File: config.mk
export PLATFORM = sky130hd
export DESIGN_NAME = pkt_beat_tracker
export DESIGN_NICKNAME = d
export VERILOG_FILES = /design/src/rtl/pkt_beat_tracker.sv
export SDC_FILE = /design/constraint.sdc
export NUM_CORES = 1
export LEC_CHECK = 0
export ABC_AREA = 1
export CELL_PAD_IN_SITES_DETAIL_PLACEMENT = 2
export CELL_PAD_IN_SITES_GLOBAL_PLACEMENT = 2
export CORE_UTILIZATION = 26
export DETAILED_ROUTE_END_ITERATION = 6
export MAX_ROUTING_LAYER = met4
export PLACE_DENSITY_LB_ADDON = 0.1
export SKIP_LAST_GASP = 1
export SYNTH_ARGS = -nofsm -noshare
export SYNTH_HDL_FRONTEND = slang
export SYNTH_SLANG_ARGS = --single-unit
File: constraint.sdc
create_clock -name aclk -period 2.2 [get_ports aclk]
set_input_delay 0.44 -clock aclk [delete_from_list [all_inputs] [get_ports aclk]]
set_output_delay 0.44 -clock aclk [all_outputs]
set_load 0.01 [all_outputs]
File: src/rtl/pkt_beat_tracker.sv
// Tracks header/payload beats of an AXI-Stream packet against the length
// reported by the length finder, flagging short/long packets and counting outcomes.
module pkt_beat_tracker #(
  parameter int TDATA_WIDTH    = 64,
  parameter int MAX_PKT_LENGTH = 16
) (
  input  logic                      aclk,
  input  logic                      aresetn,
  input  logic                      s_tvalid,
  input  logic                      s_tready,
  input  logic                      s_tlast,
  input  logic [MAX_PKT_LENGTH:0]   pkt_length,
  output logic                      hdr_beat,
  output logic                      pipe_stall,
  output logic [MAX_PKT_LENGTH:0]   beats_remaining,
  output logic                      pkt_done,
  output logic                      err_short,
  output logic                      err_long,
  output logic [15:0]               pkt_count,
  output logic [15:0]               err_count
);
  localparam int BYTES = TDATA_WIDTH / 8;
  localparam int W     = MAX_PKT_LENGTH + 1;

  typedef enum logic [1:0] {IDLE, PAYLOAD, DRAIN} state_t;

  state_t         state, state_nxt;
  logic [W-1:0]   rem_nxt;
  logic           done_nxt, short_nxt, long_nxt;
  logic           accept;
  logic [W:0]     len_rnd;
  logic [W-1:0]   n_beats;

  // One spare bit so the round-up add cannot wrap before the divide.
  assign len_rnd = {1'b0, pkt_length} + (W+1)'(BYTES - 1);
  assign n_beats = W'(len_rnd / (W+1)'(BYTES));

  assign accept     = s_tvalid & s_tready;
  assign hdr_beat   = s_tvalid && (state == IDLE);
  assign pipe_stall = (state == PAYLOAD) || (state == DRAIN);

  always_comb begin
    state_nxt = state;
    rem_nxt   = beats_remaining;
    done_nxt  = 1'b0;
    short_nxt = 1'b0;
    long_nxt  = 1'b0;
    if (accept) begin
      case (state)
        IDLE: begin
          if (n_beats == '0) begin
            if (s_tlast) done_nxt = 1'b1;
            else begin
              long_nxt  = 1'b1;
              state_nxt = DRAIN;
            end
          end else if (s_tlast) begin
            short_nxt = 1'b1;
          end else begin
            rem_nxt   = n_beats;
            state_nxt = PAYLOAD;
          end
        end
        PAYLOAD: begin
          rem_nxt = beats_remaining - W'(1);
          if (beats_remaining == W'(1)) begin
            if (s_tlast) begin
              done_nxt  = 1'b1;
              state_nxt = IDLE;
            end else begin
              long_nxt  = 1'b1;
              state_nxt = DRAIN;
            end
          end else if (s_tlast) begin
            short_nxt = 1'b1;
            rem_nxt   = '0;
            state_nxt = IDLE;
          end
        end
        DRAIN: if (s_tlast) state_nxt = IDLE;
        default: state_nxt = IDLE;
      endcase
    end
  end

  always_ff @(posedge aclk or negedge aresetn) begin
    if (!aresetn) begin
      state           <= IDLE;
      beats_remaining <= '0;
      pkt_done        <= 1'b0;
      err_short       <= 1'b0;
      err_long        <= 1'b0;
      pkt_count       <= '0;
      err_count       <= '0;
    end else begin
      state           <= state_nxt;
      beats_remaining <= rem_nxt;
      pkt_done        <= done_nxt;
      err_short       <= short_nxt;
      err_long        <= long_nxt;
      if (done_nxt && pkt_count != 16'hFFFF)
        pkt_count <= pkt_count + 16'd1;
      if ((short_nxt || long_nxt) && err_count != 16'hFFFF)
        err_count <= err_count + 16'd1;
    end
  end
endmodule

==> results of run 1 <==
## per-stage QoR
step	utilization	cell area (um2)	cells
global route	0.4320	6255	929
CTS	0.4194	6072	928
global placement	0.3750	5430	893
floorplan	-	3844	562
finish	0.4320	6255	929
detailed placement	0.3750	5430	893
## report_power, final
part,switching (mW),leakage (nW),internal (mW)
Clock,0.418,0.0801,0.489
Combinational,1.25,2.17,1.05
Sequential,0.145,0.721,1.15
## state kept, by name, summed over array words and instances (netlist names)
signal and cells:
err_long 1, state 2, pkt_count 16, err_count 16
pkt_done 1, beats_remaining 17, err_short 1
## timing repair
action,in CTS,in global routing
setup endpoints to repair,54,52
setup buffers,22,4
pin swaps,19,57
cloned,5,0
hold buffers,0,0
resized for setup,93,92
## cell type report
| type | instances | area, um2 | share of cell area |
|---|---|---|---|
| multi-input cells | 431 | 2618 | 0.4185 |
| repair buffers | 186 | 1642 | 0.2625 |
| flip-flops and latches | 54 | 1351 | 0.2160 |
| inverters | 66 | 252.7 | 0.04041 |
| well taps | 184 | 230.2 | 0.03681 |
| clock buffers | 7 | 152.6 | 0.02440 |
| clock inverters | 1 | 8.758 | 0.001400 |
## layer usage
| metal | part of all wire | up-vias |
|---|---|---|
| met2 | 0.52 | 71 |
| met5 | 0 | - |
| met1 | 0.43 | 2258 |
| met4 | 0.020 | 0 |
| li1 | - | 2143 |
| met3 | 0.027 | 23 |
## cells in the final DEF, fill, tap and decap left out, drive strengths merged, types with 7 or more instances in the layout
cell	n
inv	65
xor2	23
nand2	201
dfrtp	54
nor4	7
clkbuf	11
o21ai	21
nand4	10
clkdlybuf4s50	57
buf	121
xnor2	11
nor3	18
nor2	63
nand3	52
ha	8
## cell families after synthesis
kind of cell,count (synthesis),share of synthesized area
AO/OA/AOI/OAI,35,0.05052
XOR/XNOR,34,0.07953
adder cells (fa/ha/maj),8,0.02608
buffers and inverters,78,0.08279
flip-flops,54,0.3520
AND/OR/NAND/NOR,353,0.4091
## worst paths after layout
kind / endpoint / slack (ns) / depth (start not counted)
max reg2reg: err_count[2]$_DFFE_PN0P_ / 0.04 / 13
max in group asynchronous: beats_remaining[2]$_DFFE_PN0P_ / 1.44 / 2
max: err_count[2]$_DFFE_PN0P_ / -0.07 / 17
min reg2reg: err_count[15]$_DFFE_PN0P_ / 0.50 / 2
min: beats_remaining[10]$_DFFE_PN0P_ / 0.14 / 1
min in group aclk: err_count[15]$_DFFE_PN0P_ / 0.50 / 2
==> metrics, run 1 <==
Syn-to-layout area delta 62.94%; area leader, netlist dfrtp_1; initial antenna violation count 0; worst-path maximum fanout 8; Via Count 4495; CTS root buffer clkbuf_16; largest net degree at the start of global routing 27; top-count cell post-synth nand2_1; fillers 1650; final wirelength 16830 um; VDD IR max 0.4419 mV; Hold Fails Final Rpt 0; Crit path required time 2.40 ns; Worst-Margin Slew 0.6964 ns; hpwl dp 11280 um; crit path launch pkt_length[10]; ys async rst share 1.000; Setup CP Type in2reg; setup TNS -0.6312 ns; unrepaired setup endpoints after global routing true; Critical Path End Type flop; Clock Sinks 54; CP bufs+invs 2; syn nets 592; clock skew 0.01053 ns; share of the synthesized area in the top cell type 0.3520; pre-CTS setup slack -0.7375 ns; Power Total 4.497 mW; worst hold slack 0.1405 ns; Tmin final 2.271 ns; final setup violation count 21; Seq/Total Area, Yosys 0.3520; 1st-iter DRT viols 162; cell count after synthesis 562; Core Region 14480 um2; total global routing overflow 0; RR Startpoint beats_remaining[5]$_DFFE_PN0P_; grt peak-use layer met2; number of warnings issued by yosys 0; Startpoint Class primary input; most frequent CP cell nand2_8; Port Buffer Count 75; worst skew pair latency 0.31 ns; IO Pins 76; met1 usage 0.2799; starting density of the core 0.2651; top cell family by delay on the critical path simple AND/OR/NAND/NOR gates; slowest CP cell clkdlybuf4s15_2; CTS Buf Count 5; M2 GR Usage 0.4110; top post-synthesis cells by area dfrtp_1 (35%), nand2_1 (19%), nand3_1 (6.4%); failing checks negative setup slack; clock slew at reported path FFs 0.08 ns; CTS tree built; fraction of layout cells with a size suffix above 1 0.3208; final slew viol count 0; Final WS setup -0.07071 ns; Main synth FF type dfrtp_1; full die area 15250 um2; first-pass GRT wire length 26210 um; WL/cell 18.11 um; max-cap violation count 0; Peak Freq 440.4 MHz; H-tree levels 2; post-synthesis register bit count 54; nets 774; Tcrit/Tclk final 1.032; area of the mapped netlist 3839 um2; routability cong. 0.8414; number of global-route vias before repair 4974; DRC 0; Synth top cells by count nand2_1 (192), inv_1 (65), nor2_1 (56); final antenna-violating net count 0; status finished with violations; critical path arrival 2.47 ns; TritonRoute pass-1 iters 4; Die Wd 123.5 um; M3 GR Usage 0.02998; GRT Overall Usage 0.2319; Antenna Cells 0; Static Leak 2.975 nW; Power Density 719.0 nW/um2; type of the worst min-delay path in2async; Max Root-Sink Buffers 2; Row Count 44; Slew headroom 0.5357; syn_area_per_cell 6.830 um2; EDFF count, synth 0; Critical Path, Cell by Cell clkdlybuf4s15_2 -> nand2_4 -> nor2_4 -> nand2_2 -> nor2_2 -> nor2_1 -> nor2_2 -> nand3_2 -> nor2_4 -> nand3_2 -> nand2_2 -> buf_6 -> nand2_8 -> nand2_8 -> nand2_8 -> nand2_1 -> nand2_1; DR vias/cell 4.839; Max stage delay on crit path 0.24 ns; synth unique cells 32; die height 123.5 um
Note: power is estimated with default switching activity, not from simulation.
==> inputs of run 2 (changes only) <==
--- a/config.mk
+++ b/config.mk
@@ -8,10 +8,12 @@
 export ABC_AREA = 1
 export CELL_PAD_IN_SITES_DETAIL_PLACEMENT = 2
 export CELL_PAD_IN_SITES_GLOBAL_PLACEMENT = 2
+export CORE_ASPECT_RATIO = 1.1
 export CORE_UTILIZATION = 26
 export DETAILED_ROUTE_END_ITERATION = 6
 export MAX_ROUTING_LAYER = met4
 export PLACE_DENSITY_LB_ADDON = 0.1
+export RECOVER_POWER = 25
 export SKIP_LAST_GASP = 1
 export SYNTH_ARGS = -nofsm -noshare
 export SYNTH_HDL_FRONTEND = slang
==> metrics, run 2 (same netlist as run 1, synthesis figures left out) <==
Worst-Margin Slew 1.541 ns (+0.8445 ns); Critical Path, Cell by Cell buf_2 -> nor2_4 -> nand2_4 -> buf_6 -> nand2_8 -> inv_4 -> nand3b_1 -> nand2_2 -> nor2_4 -> nand2_2 -> nor2_4 -> nand3_4 -> nand2_4 -> nand2_4 -> nor2_4 -> buf_12 -> buf_16 -> nand2_2 -> nand2_2 -> nand2_2; Internal Pwr Total 2.821 mW (+5.0%); die height 129.4 um (+4.8%); starting density of the core 0.2657 (+0.0005970); WL/cell 18.84 um (+4.0%); worst-path maximum fanout 4 (-4); CP bufs+invs 5 (+3); Largest regs beats_remaining x17, err_count x16, pkt_count x16; placed insts 893 (unchanged); Reg with most FFs beats_remaining; clock skew 0.008960 ns (-0.001572 ns); clock slew at reported path FFs 0.08 ns (about the same); non-filler cells, final 942 (+1.4%); Antenna Cells 0 (unchanged); largest net degree at the start of global routing 55 (+100%); number of global-route vias before repair 5040 (+1.3%); Tcrit/Tclk final 1.024 (-0.008433); Hold Path Origin err_count[15]$_DFFE_PN0P_; total global routing overflow 0 (unchanged); routability cong. 0.8259 (-1.8%); Via Count 4573 (+1.7%); pre-CTS setup slack -0.7312 ns (+0.006299 ns); fraction of layout cells with a size suffix above 1 0.3467 (+0.02586); setup TNS -0.3462 ns (+0.2850 ns); worst skew pair latency 0.32 ns (about the same); DRC 0 (unchanged); CTS Buf Count 5 (unchanged); GRT Overall Usage 0.2247 (-0.007208); final antenna-violating net count 0 (unchanged); Hold Fails Final Rpt 0 (unchanged); Comb pwr share 0.472 (-0.038); first-pass GRT wire length 26140 um (-0.26%); Worst path depth 20 (+3); most frequent CP cell nand2_2; CTS tree built; most common cell after layout, fill and taps aside nand2_1; max-cap violation count 1 (+1); power share of the sequential group 0.286 (-0.002); DR vias/cell 4.855 (+0.33%); Tmin final 2.252 ns (-0.01855 ns); Sw Share 0.3940 (-0.008676); crit path launch pkt_length[1]; IO Pins 76 (unchanged); VDD IR max 0.2967 mV (-33%); Critical Path End Type flop; type of the worst min-delay path reg2reg; Slew headroom -0.02728 (-0.5630); status finished with violations; 1st-iter DRT viols 121 (-25%); design area 6477 um2 (+3.6%); Static Leak 3.035 nW (+2.0%); failing checks max-capacitance violations, max-slew violations, negative setup slack; CTS hold repair buffers 0 (unchanged); Syn-to-layout area delta 68.74%; slowest CP cell nor2_4; full die area 15260 um2 (about the same); unrepaired setup endpoints after global routing true; Clock Sinks 54 (unchanged); TritonRoute pass-1 iters 4 (unchanged); Port Buffer Count 75 (unchanged); number of flip-flops in the largest register 17 (unchanged); Power Density 718.6 nW/um2 (about the same); initial antenna violation count 0 (unchanged); Max stage delay on crit path 0.15 ns (-0.09 ns); Final WS setup -0.05215 ns (+0.01855 ns); worst hold slack 0.5242 ns (+0.3837 ns); Die Wd 117.9 um (-4.6%); Clock power frac 0.242 (+0.040); H-tree levels 2 (unchanged); final setup violation count 17 (-19%); hpwl dp 11400 um (+0.99%); Sw Pwr 1.834 mW (+1.3%); most frequent cells in the layout nand2_1 (154), buf_4 (98), clkdlybuf4s50_1 (58), inv_1 (57), dfrtp_1 (54); Row Count 46 (+4.5%); Startpoint Class primary input; critical path arrival 2.46 ns (about the same); worst hold path stage count 2; Reg2Reg Depth 9 (-4); CTS root buffer clkbuf_16; final slew viol count 55 (+55); Max Root-Sink Buffers 2 (unchanged); Core Region 14450 um2 (-0.22%); nets 779 (+0.65%); RR Startpoint pkt_count[1]$_DFFE_PN0P_; final wirelength 17750 um (+5.5%); Setup CP Type in2reg; DP Area 5380 um2 (-0.92%); Peak Freq 444.0 MHz (+0.82%); top cell family by delay on the critical path simple AND/OR/NAND/NOR gates; Crit path required time 2.41 ns (about the same)
[run 2: worst min-delay path: stages, from the launching register on]
cell,delay (ns)
dfrtp_1,0.38
nand2_1,0.06
nand2_1,0.05
[run 2: final timing paths]
kind	end	slack (ns)
min in group asynchronous	beats_remaining[2]$_DFFE_PN0P_	0.59
max reg2reg	pkt_count[13]$_DFFE_PN0P_	-0.03
max	pkt_count[6]$_DFFE_PN0P_	-0.05
max in group asynchronous	err_count[8]$_DFFE_PN0P_	0.70
min reg2reg	err_count[15]$_DFFE_PN0P_	0.52
min	err_count[15]$_DFFE_PN0P_	0.52
[run 2: through the flow]
step | total power [mW] | utilization
4_1_cts | 4.584 | 0.4178
5_1_grt | 4.955 | 0.4484
3_3_place_gp | 3.257 | 0.3724
3_5_place_dp | 3.347 | 0.3724
2_1_floorplan | 2.281 | -
6_report | 4.655 | 0.4484
[run 2: layout make-up]
class,instances,area [um2]
clock buffers,6,138.9
clock inverters,2,60.06
fillers,1663,7969
inverters,66,251.5
multi-input cells,431,2728
flip-flops and latches,54,1351
well taps,192,240.2
repair buffers,191,1708
[run 2: per-layer routing]
layer / vias to the layer above / share of wire / track usage
met2: 69 / 0.56 / 0.4349
li1: 2154 / - / -
met5: - / 0 / -
met4: 0 / 0.025 / 0.06486
met1: 2324 / 0.39 / 0.2363
met3: 26 / 0.022 / 0.03169
[run 2: repair_timing]
item | CTS | global route
gates cloned | 3 | 2
resized for setup | 107 | 96
setup buffers | 20 | 19
pin swaps | 37 | 49
endpoints found under the setup margin | 55 | 51
[run 2: power by group through the flow]
stage               Sequential [mW]  Combinational (mW)  Clock [mW]
global route                   1.36                2.42        1.18
CTS                            1.34                2.09        1.16
floorplan                      1.42               0.860           0
detailed placement             1.35                1.99           0
global placement               1.34                1.92           0
finish                         1.33                2.19        1.13
==> RTL edit, RTL diff (settings of run 1) <==
`MAX_PKT_LENGTH`: 16 -> 8.
--- a/src/rtl/pkt_beat_tracker.sv
+++ b/src/rtl/pkt_beat_tracker.sv
@@ -3,5 +3,5 @@
 module pkt_beat_tracker #(
   parameter int TDATA_WIDTH    = 64,
-  parameter int MAX_PKT_LENGTH = 16
+  parameter int MAX_PKT_LENGTH = 8
 ) (
   input  logic                      aclk,
Ports: changed (resized beats_remaining and pkt_length); port bits go from 76 to 60. No check against the original RTL was run, so the function may have changed too.
==> RTL edit against run 1 <==
  * Worst setup slack better by 0.18 ns
  * Fmax is 8.8% higher
  * Total power fell by 29%
  * Wire length decreased by 41%
  * Sequential power decreased by 15%
  * Area after synthesis decreased by 21%
  * Critical path depth fell by 12
  * Sequential cell count shrank 8
  * Synthesized cell count fell by 25%
  * Design area fell by 31%
  * Largest power group unchanged
==> RTL edit: results <==
[cts]
cts-resized-gates = 2
cts_setup_buffers = 0
clock_latency_ns = 0.29

[logic_synthesis]
syn_nets = 442
seq_area_frac_synth_pct = 37.8
synth_area_per_cell_um2 = 7.24
synth.distinct_cells = 35

[route]
wirelength_um = 9870
m1WireLength_um = 4660
met3_length_um = 240
drt_iter0_markers = 107
vias_per_cell = 4.70
drt-wirelength-per-cell_um = 15.1
wl_met2_um = 4820

[global_route]
use_met1_pct = 22.2
grt_use_total_pct = 17.5
use_met3_pct = 2.88
grt_pass1_wl_um = 15900
grt_max_degree = 47

[cells_and_area]
nets = 534
multi_input_area_share_pct = 38.9
bufAreaShareNonClock_pct = 21.6
ff_latch_area_um2 = 1150
drive_gt1_share_pct = 16.0
fillCellCount = 1335
multi_input_comb_cells = 306
n_sequential_cell = 46
inv_count = 62
clk_share_pct = 3.09

[sta]
worst_slack_ns = 0.113
slew_headroom_pct = 56.7

[worst_setup_path]
slowest_delay_ns = 0.52
slowest_stage = "clkdlybuf4s50_1"
cp.arrival_ns = 1.65
cp_top_family = "buffers and inverters"
crit_end = "hdr_beat"
crit_start = "state[0]"
rrSetupSlack_ns = 0.13

[placement]
hpwl_um = 7370
dp_slack_ns = -0.296
dp.cells = 642

[pwr]
power_leakage_nw = 2.10
ir_worst_vdd_mv = 0.365

[run_status]
status = "finished clean"
[RTL edit: worst min-delay path by stage]
stage / slack, ns / endpoint / from
after global placement: 0.49 / err_count[15] / err_count[15]
after CTS: 0.28 / beats_remaining[5] / aresetn
final: 0.26 / beats_remaining[0] / aresetn
after detailed placement: 0.50 / err_count[15] / err_count[15]
after global routing: 0.32 / beats_remaining[0] / aresetn
after floorplan: 0.14 / beats_remaining[0] / aresetn
[RTL edit: power breakdown]
group          leakage (nW)  total (mW)  switching (mW)  internal [mW]
registers             0.607        1.10           0.142          0.962
logic                  1.43        1.34           0.731          0.610
clock network        0.0640       0.748           0.331          0.417
[RTL edit: kinds of logic after synthesis]
kind of cell	Yosys count	synth area share (%)
AOI/OAI and AO/OA	26	4.32
xor gates and xnor gates	18	5.43
adders and majority gates	8	3.29
buffers and inverters	69	9.62
DFF	46	37.8
and+or+nand+nor	253	39.5
